$ cat src/rtl/imm_extend_if.sv
// imm_extend_if: valid/ready bundle between instruction decode and the
// immediate extender output consumer (ALU B-mux / PC-offset adder).
// slave  : seen by imm_extend_unit
// master : seen by the driver of in_* and the consumer of out_*
interface imm_extend_if #(
    parameter int unsigned IN_W  = 12,
    parameter int unsigned OUT_W = 16
);
    logic              in_valid;
    logic              in_ready;
    logic [IN_W-1:0]   in_imm;
    logic [1:0]        in_mode;
    logic              out_valid;
    logic              out_ready;
    logic [OUT_W-1:0]  out_data;
    logic              out_err;

    modport slave (
        input  in_valid,
        input  in_imm,
        input  in_mode,
        input  out_ready,
        output in_ready,
        output out_valid,
        output out_data,
        output out_err
    );

    modport master (
        output in_valid,
        output in_imm,
        output in_mode,
        output out_ready,
        input  in_ready,
        input  out_valid,
        input  out_data,
        input  out_err
    );
endinterface

$ cat src/rtl/imm_extend_unit.sv
// imm_extend_unit: parametrised immediate extender with a registered
// valid/ready stage backed by a 2-entry skid buffer.
// Modes: 00 zero-ext, 01 sign-ext, 10 upper, 11 branch offset (sext << 1).
// Optional feature macro: IMM_SHIFT_EN
//   defined   : modes 10/11 produce the upper / branch-offset results
//   undefined : modes 10/11 produce the sign-ext result with out_err = 1,
//               and no shifter logic is built
// Entries are stored as {err, data}; the head always lives in ent0 so the
// outputs come straight from one register.
module imm_extend_unit #(
    parameter int unsigned IN_W  = 12,
    parameter int unsigned OUT_W = 16
) (
    input  logic         clk,
    input  logic         rst_n,
    imm_extend_if.slave  bus
);

    localparam int unsigned EXT_W = OUT_W - IN_W;

    if (!(IN_W >= 2 && IN_W < OUT_W)) begin : g_bad_width
        $error("imm_extend_unit: need 2 <= IN_W < OUT_W");
    end

    typedef enum logic [1:0] {
        S_EMPTY = 2'd0,
        S_ONE   = 2'd1,
        S_FULL  = 2'd2
    } state_t;

    state_t             state, state_nxt;
    logic [OUT_W:0]     ent0, ent1;
    logic [OUT_W:0]     ent0_nxt, ent1_nxt;
    logic [OUT_W:0]     new_ent;
    logic [OUT_W-1:0]   zext, sext;
`ifdef IMM_SHIFT_EN
    logic [OUT_W-1:0]   upper, boff;
`endif
    logic               in_rdy, out_vld;
    logic               push, pop;

    // Extension of the incoming immediate; result is captured at push time.
    always_comb begin
        zext    = {{EXT_W{1'b0}}, bus.in_imm};
        sext    = {{EXT_W{bus.in_imm[IN_W-1]}}, bus.in_imm};
`ifdef IMM_SHIFT_EN
        upper   = {bus.in_imm, {EXT_W{1'b0}}};
        boff    = {sext[OUT_W-2:0], 1'b0};
`endif
        new_ent = {1'b0, zext};
        case (bus.in_mode)
            2'b00:   new_ent = {1'b0, zext};
            2'b01:   new_ent = {1'b0, sext};
`ifdef IMM_SHIFT_EN
            2'b10:   new_ent = {1'b0, upper};
            default: new_ent = {1'b0, boff};
`else
            default: new_ent = {1'b1, sext};
`endif
        endcase
    end

    assign in_rdy = (state != S_FULL);
    assign out_vld = (state != S_EMPTY);
    assign push = bus.in_valid && in_rdy;
    assign pop = out_vld && bus.out_ready;

    // Occupancy state, head entry and second entry registers.
    always_ff @(posedge clk or negedge rst_n) begin
        if (!rst_n) begin
            state <= S_EMPTY;
            ent0  <= '0;
            ent1  <= '0;
        end else begin
            state <= state_nxt;
            ent0  <= ent0_nxt;
            ent1  <= ent1_nxt;
        end
    end

    // Next occupancy and entry contents; vacated slots are cleared so an
    // empty buffer always presents zeros.
    always_comb begin
        state_nxt = state;
        ent0_nxt  = ent0;
        ent1_nxt  = ent1;
        case (state)
            S_EMPTY: begin
                if (push) begin
                    ent0_nxt  = new_ent;
                    state_nxt = S_ONE;
                end
            end
            S_ONE: begin
                case ({push, pop})
                    2'b10: begin
                        ent1_nxt  = new_ent;
                        state_nxt = S_FULL;
                    end
                    2'b01: begin
                        ent0_nxt  = '0;
                        state_nxt = S_EMPTY;
                    end
                    2'b11: begin
                        ent0_nxt  = new_ent;
                    end
                    default: begin
                        state_nxt = S_ONE;
                    end
                endcase
            end
            S_FULL: begin
                if (pop) begin
                    ent0_nxt  = ent1;
                    ent1_nxt  = '0;
                    state_nxt = S_ONE;
                end
            end
            default: begin
                ent0_nxt  = '0;
                ent1_nxt  = '0;
                state_nxt = S_EMPTY;
            end
        endcase
    end

    assign bus.in_ready  = in_rdy;
    assign bus.out_valid = out_vld;
    assign bus.out_data  = out_vld ? ent0[OUT_W-1:0] : '0;
    assign bus.out_err   = out_vld ? ent0[OUT_W] : 1'b0;

endmodule

$ cat src/flat_wrapper.sv
// flat-port wrapper written by rule: the top's interface ports become plain ports
module imm_extend_unit_flat 
#(
    parameter int unsigned IN_W  = 12,
    parameter int unsigned OUT_W = 16
)
  (clk, rst_n, bus_in_valid, bus_in_imm, bus_in_mode, bus_out_ready, bus_in_ready, bus_out_valid, bus_out_data, bus_out_err);
  imm_extend_if #(.IN_W(IN_W), .OUT_W(OUT_W)) bus_i ();
  input  logic clk;
  input  logic rst_n;
  input wire logic [$bits(bus_i.in_valid)-1:0] bus_in_valid;
  input wire logic [$bits(bus_i.in_imm)-1:0] bus_in_imm;
  input wire logic [$bits(bus_i.in_mode)-1:0] bus_in_mode;
  input wire logic [$bits(bus_i.out_ready)-1:0] bus_out_ready;
  output wire logic [$bits(bus_i.in_ready)-1:0] bus_in_ready;
  output wire logic [$bits(bus_i.out_valid)-1:0] bus_out_valid;
  output wire logic [$bits(bus_i.out_data)-1:0] bus_out_data;
  output wire logic [$bits(bus_i.out_err)-1:0] bus_out_err;
  assign bus_i.in_valid = bus_in_valid;
  assign bus_i.in_imm = bus_in_imm;
  assign bus_i.in_mode = bus_in_mode;
  assign bus_i.out_ready = bus_out_ready;
  assign bus_in_ready = bus_i.in_ready;
  assign bus_out_valid = bus_i.out_valid;
  assign bus_out_data = bus_i.out_data;
  assign bus_out_err = bus_i.out_err;
  imm_extend_unit #(.IN_W(IN_W), .OUT_W(OUT_W)) u_core (.clk(clk), .rst_n(rst_n), .bus(bus_i));
endmodule
$ cat config.mk
export PLATFORM = sky130hd
export DESIGN_NAME = imm_extend_unit_flat
export DESIGN_NICKNAME = d
export VERILOG_FILES = /design/src/rtl/imm_extend_if.sv /design/src/rtl/imm_extend_unit.sv /design/src/flat_wrapper.sv
export SDC_FILE = /design/constraint.sdc
export NUM_CORES = 1
export LEC_CHECK = 0
export BUFFER_PORTS_ARGS = -buffer_cell sky130_fd_sc_hd__buf_2
export CORE_MARGIN = 1
export CORE_UTILIZATION = 35
export DETAILED_ROUTE_END_ITERATION = 12
export PLACE_DENSITY = 0.65
export REMOVE_ABC_BUFFERS = 1
export SLEW_MARGIN = 20
export SYNTH_ARGS = -nofsm -noshare
export SYNTH_HDL_FRONTEND = slang
export SYNTH_SLANG_ARGS = --single-unit
export TNS_END_PERCENT = 1
$ cat constraint.sdc
create_clock -name clk -period 1.9 [get_ports clk]
set_input_delay 0.19 -clock clk [delete_from_list [all_inputs] [get_ports clk]]
set_output_delay 0.19 -clock clk [all_outputs]
set_load 0.02 [all_outputs]
==> impl_metrics.py, run 1 <==
metrics = {
    "clock_tree": {
        "cts_num_sinks": 30,
        "clockBufferDepth": 2,
        "htreeDepth": 2,
        "clk_pin_slew_ns": 0.06,
        "insertion_delay_ns": 0.28,
        "cts_made_buffers": 5,
        "cts_tree": "built",
        "clockRootBuffer": "clkbuf_8",
    },
    "worst_hold_path": {
        "holdPathEnd": "u_core.state[1]",
        "hold_class": "input pin to flop",
        "min_path_cells": 2,
        "min_from": "bus_out_ready",
    },
    "timing": {
        "holdWs_ns": 0.1335,
        "rsz0062_at_grt": "false",
        "setup_viol": 0,
        "fin_skew_ns": 0.003986,
        "tns_ns": 0,
        "slew_viol_final": 0,
        "hold_viol": 0,
        "fin_ws_ns": 0.08494,
        "min_period_ns": 1.815,
        "max_freq_mhz": 550.9,
        "worstMarginPinSlew_ns": 0.6724,
        "finalCritPeriodShare": 0.9553,
        "max_slew_margin": 0.5517,
    },
    "worst_setup_path": {
        "cp-start-kind": "flop",
        "required_ns": 2.07,
        "critPathMaxFanout": 7,
        "cp.arrival_ns": 1.98,
        "timing.rr.end": "u_core.ent0[11]",
        "r2r_slack_ns": 0.08,
        "critical_path_class": "flop to flop",
        "setup.worst_path.end_class": "flop",
        "worstRegToRegCells": 9,
        "timing.rr.start": "u_core.state[0]",
    },
    "power": {
        "peakVddDrop_uv": 540.1,
        "cellLeakagePower_nw": 1.079,
        "power_density_mw_per_mm2": 1666,
        "fin_total_pwr_mw": 3.688,
    },
    "drt": {
        "drc_errors": 0,
        "wire_per_inst_um": 14.00,
        "vias": 1460,
        "drtPass1Iterations": 4,
        "detail-route-antenna-nets": 0,
        "drt_wl_total_um": 4019,
        "vias_per_cell": 5.087,
        "drt_iter0_markers": 82,
    },
    "synth": {
        "synth_common_cells": "dfrtp_1 (30), nor2b_1 (17), nand2_1 (16), a22o_1 (14)",
        "ys_types": 34,
        "async_flop_share": 1.000,
        "yosys_most_used_dff": "dfrtp_1",
        "synthTopCellsByArea": "dfrtp_1 (42%), mux2i_1 (7.3%), a22o_1 (6.9%)",
        "yosysTopAreaCell": "dfrtp_1",
        "synth_top_cell_area_share": 0.4231,
        "synth.most_common_cell": "dfrtp_1",
        "ys_ff_latch": 30,
        "yosys_warnings": 0,
        "synth_cells": 173,
        "synth_area_mm2": 0.001774,
        "syn_avg_cell_area_um2": 10.26,
        "seq_area_frac_synth": 0.4231,
        "synth-edff-count": 0,
    },
    "placed_design": {
        "dpl.cell_count": 275,
        "port_buffers": 36,
        "gp_congestion": 0.8489,
        "dp_hpwl_um": 2764,
        "place_ws_ns": 0.01607,
    },
    "global_route": {
        "grt_remaining_overflow": 0,
        "grt_pass1_wl_um": 6492,
        "track_usage": 0.1609,
        "grt_max_degree": 33,
        "antenna_found_initial": 0,
        "grt_pass1_vias": 1280,
    },
    "cells_and_area": {
        "fillers": 461,
        "antennaDiodeCount": 0,
        "drive_gt1_frac": 0.3545,
        "final_cells": 287,
        "nNetsFinal": 242,
        "area_growth_pct": 24.75,
    },
    "floorplan": {
        "die_w_um": 73.20,
        "die_area_mm2": 0.005358,
        "io_pins": 37,
        "initial_utilization": 0.3707,
        "core-area_mm2": 0.004786,
        "die_h_um": 73.20,
        "rows": 25,
    },
    "outcome": {
        "status": "finished, final reports clean",
    },
    "flow_run": {
        "max_cap_violations": 0,
    },
}
-- metrics by stage --
stage | cell area [µm²] | util
after floorplan | 1649 | -
after global placement | 2038 | 0.4259
after detailed placement | 2038 | 0.4259
after CTS | 2145 | 0.4481
after global routing | 2213 | 0.4625
final | 2213 | 0.4625
-- worst max-delay path, cell delays in order (launching register included) --
cell,delay [ns]
dfrtp_1,0.43
nor2b_4,0.16
inv_2,0.04
and2_4,0.15
buf_6,0.12
inv_2,0.06
ha_4,0.14
nor3_2,0.05
mux2_4,0.32
a22o_1,0.24
-- how the worst max path moves through the flow --
| stage | startpoint | to | slack (ns) | cells past startpoint |
|---|---|---|---|---|
| 2_1_floorplan | u_core.state[0] | u_core.ent1[15] | -0.95 | 7 |
| 3_3_place_gp | u_core.state[0] | u_core.ent0[5] | 0.07 | 9 |
| 3_5_place_dp | u_core.state[1] | u_core.ent0[5] | 0.02 | 9 |
| 4_1_cts | u_core.state[1] | u_core.ent0[8] | 0.02 | 9 |
| 5_1_grt | u_core.state[1] | u_core.ent1[2] | 0.002 | 10 |
| 6_report | u_core.state[0] | u_core.ent0[11] | 0.08 | 9 |
-- power by group --
| group | internal (mW) | switching (mW) | leakage (nW) | total, mW |
|---|---|---|---|---|
| clock | 0.292 | 0.231 | 0.0482 | 0.523 |
| sequential | 0.923 | 0.154 | 0.392 | 1.08 |
| combinational | 0.916 | 1.17 | 0.639 | 2.09 |
-- registers in the layout, summed over array words and instances (netlist names) --
name and count:
u_core.ent0 14, u_core.state 2, u_core.ent1 14
-- what timing repair did --
action,4_1_cts,5_1_grt
buffers inserted,0,2
pin swaps,0,6
hold buffers,1,0
resized for setup,1,10
endpoints found under the hold margin,30,0
endpoints found under the setup margin,2,14
cloned,0,1
-- cells in the final DEF, fill, tap and decap left out, types with 6 or more instances in the layout --
cell and n:
a22o_1 14, buf_2 36, buf_4 15, clkbuf_8 6, dfrtp_1 30, mux2i_1 13, nand2_1 16, nand3_1 13
nand4_1 13, nor2b_1 16, o2bb2ai_1 11
-- routing by layer --
metal,GRT usage,part of all wire,vias to the layer above
li1,-,-,720
met1,0.2372,0.46,686
met2,0.2274,0.46,49
met3,0.04144,0.064,5
met4,0.05229,0.014,0
met5,0,0,-
-- logic make-up after synthesis --
kind of cell	after synthesis	share of synthesized area
adder cells (fa/ha/maj)	5	0.03526
buffers and inverters	22	0.08321
flip-flops	30	0.4231
AO/OA/AOI/OAI	32	0.1594
AND/OR/NAND/NOR	69	0.2109
multiplexers	15	0.08815
-- final cells by class --
type,count,area [µm²],area share
inverters,6,22.52,0.01018
flip-flops and latches,30,750.7,0.3392
clock inverters,1,5.005,0.002261
well taps,67,83.83,0.03787
multi-input cells,122,930.9,0.4206
clock buffers,7,86.33,0.03901
repair buffers,54,334.1,0.1509
Power figures use the tool's default switching activity.
==> run 2: changes to the inputs <==
Settings changed: PLACE_DENSITY 0.65 to 0.58.
==> run 2 against run 1 <==
- setup slack improved by 0.019 ns
- power increased by 5.0%
- combinational power is 4% lower
- largest cell class unchanged
==> impl_metrics.py, run 2 (synthesis results as in run 1) <==
metrics = {
    "outcome": {
        "status": "finished, final reports clean",
    },
    "worst_hold_path": {
        "min_from": "bus_out_ready",
        "min_path_cells": 2,
        "holdPathEnd": "u_core.state[1]",
        "hold_class": "input pin to flop",
    },
    "drt": {
        "detail-route-antenna-nets": 0,
        "drc_errors": 0,
        "wire_per_inst_um": 14.39,
        "vias_per_cell": 5.209,
        "drtPass1Iterations": 4,
        "vias": 1495,
        "drt_iter0_markers": 48,
        "drt_wl_total_um": 4131,
    },
    "cells_and_area": {
        "antennaDiodeCount": 0,
        "final_cell_mix": "buf_2 (36), dfrtp_1 (30), buf_4 (18)",
        "final_cells": 287,
        "final_cell_area_mm2": 0.002205,
        "largestRegisters": "u_core.ent0: 14 flops, u_core.ent1: 14 flops, u_core.state: 2 flops",
        "area_growth_pct": 24.26,
        "nNetsFinal": 242,
        "utilization": 0.4607,
        "drive_gt1_frac": 0.3364,
        "final_common_cell": "buf_2",
    },
    "timing": {
        "slew_viol_final": 0,
        "finalCritPeriodShare": 0.9451,
        "min_period_ns": 1.796,
        "fin_skew_ns": 0.004958,
        "max_freq_mhz": 556.9,
        "max_slew_margin": 0.5448,
        "hold_viol": 0,
        "worstMarginPinSlew_ns": 0.6828,
        "setup_viol": 0,
        "rsz0062_at_grt": "true",
    },
    "floorplan": {
        "initial_utilization": 0.3707,
        "die_h_um": 73.20,
        "die_area_mm2": 0.005358,
        "rows": 25,
        "die_w_um": 73.20,
        "core-area_mm2": 0.004786,
        "io_pins": 37,
    },
    "worst_setup_path": {
        "timing.rr.end": "u_core.ent0[9]",
        "r2r_slack_ns": 0.10,
        "cp-start-kind": "flop",
        "setup.worst_path.end_class": "flop",
        "required_ns": 2.06,
        "cp.arrival_ns": 1.96,
        "timing.rr.start": "u_core.state[0]",
        "critical_path_class": "flop to flop",
        "worstRegToRegCells": 7,
        "critPathMaxFanout": 5,
    },
    "clock_tree": {
        "cts_num_sinks": 30,
        "clockBufferDepth": 2,
        "insertion_delay_ns": 0.28,
        "cts_tree": "built",
        "cts_made_buffers": 5,
        "htreeDepth": 2,
        "clockRootBuffer": "clkbuf_8",
        "clk_pin_slew_ns": 0.06,
    },
    "placed_design": {
        "gp_congestion": 0.7866,
        "dpl.cell_count": 277,
        "dp_hpwl_um": 2788,
        "port_buffers": 36,
        "postPlaceCellArea_mm2": 0.002041,
    },
    "power": {
        "fin_total_pwr_mw": 3.871,
        "peakVddDrop_uv": 715.3,
        "power_density_mw_per_mm2": 1756,
        "cellLeakagePower_nw": 1.087,
    },
    "global_route": {
        "antenna_found_initial": 0,
        "grt_remaining_overflow": 0,
        "grt_max_degree": 33,
        "grt_pass1_wl_um": 6989,
        "track_usage": 0.1742,
        "grt_pass1_vias": 1431,
    },
    "flow_run": {
        "max_cap_violations": 0,
    },
}
[run 2: what timing repair did]
item | 4_1_cts | 5_1_grt
endpoints found under the setup margin | 0 | 14
endpoints found under the hold margin | 30 | 0
setup buffers | 0 | 1
hold buffers | 1 | 0
resized for setup | 0 | 2
[run 2: cell type report]
type,instances,area (µm²)
clock buffer,6,82.58
clock inverter,2,60.06
fill,468,2581
inverter,6,22.52
multi-input combinational,121,879.6
sequential,30,750.7
tap,67,83.83
timing repair buffer,55,325.3
[run 2: worst max-delay path: stages, from the launching register on]
cell and delay, ns:
dfrtp_1 0.40, nor2b_2 0.15, inv_2 0.05, and2_2 0.23, ha_1 0.21, nand2b_1 0.17
a32o_2 0.29, a22o_1 0.19
[run 2: per-stage QoR]
step | setup WS (ns) | TNS, ns | hold slack [ns]
after global routing | -0.004537 | -0.004782 | 0.1533
after global placement | 0.07977 | 0 | 0.2757
after detailed placement | 0.006368 | 0 | 0.2719
final | 0.1043 | 0 | 0.1543
after CTS | 0.0003721 | 0 | 0.1412
after floorplan | -0.9510 | -23.23 | -0.1056
[run 2: where the power goes]
group / switching [mW] / internal [mW]
registers: 0.149 / 0.923
clock network: 0.239 / 0.559
logic: 1.16 / 0.843
[run 2: how the worst max path moves through the flow]
stage,from,end,slack (ns),cells after the start
after floorplan,u_core.state[0],u_core.ent1[15],-0.95,7
after global placement,u_core.state[1],u_core.ent0[10],0.08,7
after detailed placement,u_core.state[1],u_core.ent0[0],0.006,7
after CTS,u_core.state[1],u_core.ent0[15],0.0004,7
after global routing,u_core.state[1],u_core.ent0[9],-0.005,8
final,u_core.state[0],u_core.ent0[9],0.10,7
[run 2: per-layer routing]
metal | vias up | GRT usage | wire length, µm
met5 | - | 0 | 0
li1 | 723 | - | -
met2 | 36 | 0.2819 | 1924
met1 | 731 | 0.2262 | 1976
met4 | 0 | 0.06100 | 40
met3 | 5 | 0.04282 | 190
==> run 3: changes to the inputs <==
Settings changed: BUFFER_PORTS_ARGS -buffer_cell sky130_fd_sc_hd__buf_2 to unset, DONT_BUFFER_PORTS set to 1, PLACE_DENSITY 0.58 to 0.52.
==> run 3 against run 2 <==
- critical path depth grew 1
- global-route usage shrank 1.1 points
- die area is the same
- routed wire length shrank 3.6%
- setup slack gained 0.038 ns
==> impl_metrics.py, run 3 (synthesis results as in run 1) <==
metrics = {
    "floorplan": {
        "io_pins": 37,
        "die_w_um": 73.20,
        "rows": 25,
        "initial_utilization": 0.3707,
        "core-area_mm2": 0.004786,
        "die_h_um": 73.20,
        "die_area_mm2": 0.005358,
    },
    "timing": {
        "max_freq_mhz": 568.8,
        "hold_viol": 0,
        "rsz0062_at_grt": "false",
        "setup_viol": 0,
        "min_period_ns": 1.758,
        "worstMarginPinSlew_ns": 0.3042,
        "max_slew_margin": 0.7914,
        "finalCritPeriodShare": 0.9253,
        "slew_viol_final": 0,
        "holdWs_ns": 0.04522,
        "fin_skew_ns": 0.005485,
    },
    "cells_and_area": {
        "drive_gt1_frac": 0.2640,
        "nNetsFinal": 219,
        "fillers": 475,
        "area_growth_pct": 19.39,
        "multi_input_area_um2": 885.9,
        "seq_area_um2": 750.7,
        "final_common_cell": "dfrtp_1",
        "final_cell_mix": "dfrtp_1 (30), buf_4 (26), nand2_1 (16)",
        "final_cells": 264,
        "antennaDiodeCount": 0,
        "largestRegisters": "u_core.ent0: 14 flops, u_core.ent1: 14 flops, u_core.state: 2 flops",
        "final_cell_area_mm2": 0.002118,
    },
    "power": {
        "cellLeakagePower_nw": 0.9826,
        "peakVddDrop_uv": 600.9,
        "power_density_mw_per_mm2": 1695,
    },
    "drt": {
        "drt_wl_total_um": 3981,
        "vias": 1342,
        "drtPass1Iterations": 4,
        "vias_per_cell": 5.083,
        "drc_errors": 0,
        "drt_iter0_markers": 66,
        "detail-route-antenna-nets": 0,
        "wire_per_inst_um": 15.08,
    },
    "clock_tree": {
        "insertion_delay_ns": 0.28,
        "cts_made_buffers": 5,
        "clk_pin_slew_ns": 0.06,
        "cts_num_sinks": 30,
        "post_cts_buffers": 0,
        "htreeDepth": 2,
        "cts_tree": "built",
        "clockRootBuffer": "clkbuf_8",
        "clockBufferDepth": 2,
    },
    "worst_setup_path": {
        "setup.worst_path.end_class": "flop",
        "max_stage_delay_ns": 0.41,
        "critical_path_class": "flop to flop",
        "worstRegToRegCells": 8,
        "path_cells": "nor2b_2, inv_2, and2_4, ha_2, nor2b_1, buf_4, o2bb2ai_1, a22o_1",
        "cp-start-kind": "flop",
        "startpoint": "u_core.state[0]",
        "r2r_slack_ns": 0.14,
        "critPathMaxFanout": 5,
        "endpoint": "u_core.ent0[5]",
        "cpMaxStageDelayCell": "dfrtp_1",
        "cp.arrival_ns": 1.93,
        "required_ns": 2.07,
        "timing.rr.end": "u_core.ent0[5]",
        "timing.rr.start": "u_core.state[0]",
    },
    "placed_design": {
        "gp_congestion": 0.8179,
        "dpl.cell_count": 252,
        "postPlaceCellArea_mm2": 0.001971,
        "port_buffers": 0,
        "dp_hpwl_um": 2852,
    },
    "global_route": {
        "grt_remaining_overflow": 0,
        "grt_pass1_wl_um": 6603,
        "grt_pass1_vias": 1332,
        "grt_max_degree": 33,
        "antenna_found_initial": 0,
        "track_usage": 0.1635,
    },
    "worst_hold_path": {
        "hold_class": "input pin to flop",
    },
    "flow_run": {
        "max_cap_violations": 0,
    },
    "outcome": {
        "status": "finished, final reports clean",
    },
}
==> run 3: power by group <==
part | leakage (nW) | switching, mW | internal (mW)
Combinational | 0.543 | 1.12 | 0.864
Clock | 0.0472 | 0.240 | 0.290
Sequential | 0.392 | 0.153 | 0.923
==> run 3: worst max-delay path, delay by kind of cell, from the launching register on <==
family                     cells  cell delay, ns
AOI/OAI and AO/OA              2            0.36
and+or+nand+nor                3            0.48
adders and majority gates      1            0.18
buffers and inverters          2            0.23
DFF                            1            0.41
==> run 3: timing repair <==
action	CTS	global route
endpoints found under the setup margin	0	14
resized for setup	0	5
hold buffers	2	1
endpoints found under the hold margin	30	1
==> run 3: metal layers <==
| metal | global-route usage | vias to the layer above | wire length, µm |
|---|---|---|---|
| met3 | 0.04006 | 7 | 226 |
| met1 | 0.2295 | 628 | 1852 |
| met4 | 0.06536 | 0 | 39 |
| met5 | 0 | - | 0 |
| met2 | 0.2407 | 31 | 1863 |
| li1 | - | 676 | - |
==> run 3: worst min path at each step <==
stage          slack, ns     startpoint               to  depth (start not counted)
3_5_place_dp       -0.10          rst_n   u_core.ent1[6]                          0
2_1_floorplan      -0.11          rst_n   u_core.ent0[0]                          0
3_3_place_gp       -0.10          rst_n   u_core.ent1[6]                          0
4_1_cts           0.0002  bus_out_ready  u_core.state[1]                          1
6_report            0.05  bus_in_imm[9]   u_core.ent1[9]                          2
5_1_grt             0.05  bus_in_imm[6]   u_core.ent1[6]                          2
==> run 3: per-stage QoR <==
stage / setup TNS (ns) / power (mW) / util / setup slack [ns]
2_1_floorplan: -23.23 / 2.353 / - / -0.9510
3_3_place_gp: 0 / 2.995 / 0.4118 / 0.08012
3_5_place_dp: 0 / 3.047 / 0.4118 / 0.04058
4_1_cts: 0 / 3.613 / 0.4379 / 0.02334
5_1_grt: 0 / 3.869 / 0.4426 / 0.03472
6_report: 0 / 3.591 / 0.4426 / 0.1419
==> run 3: final cells by class <==
type / count / share of cell area
clock buffer: 6 / 0.03898
clock inverter: 2 / 0.005907
sequential: 30 / 0.3544
timing repair buffer: 32 / 0.1323
multi-input combinational: 121 / 0.4182
tap: 67 / 0.03957
inverter: 6 / 0.01063
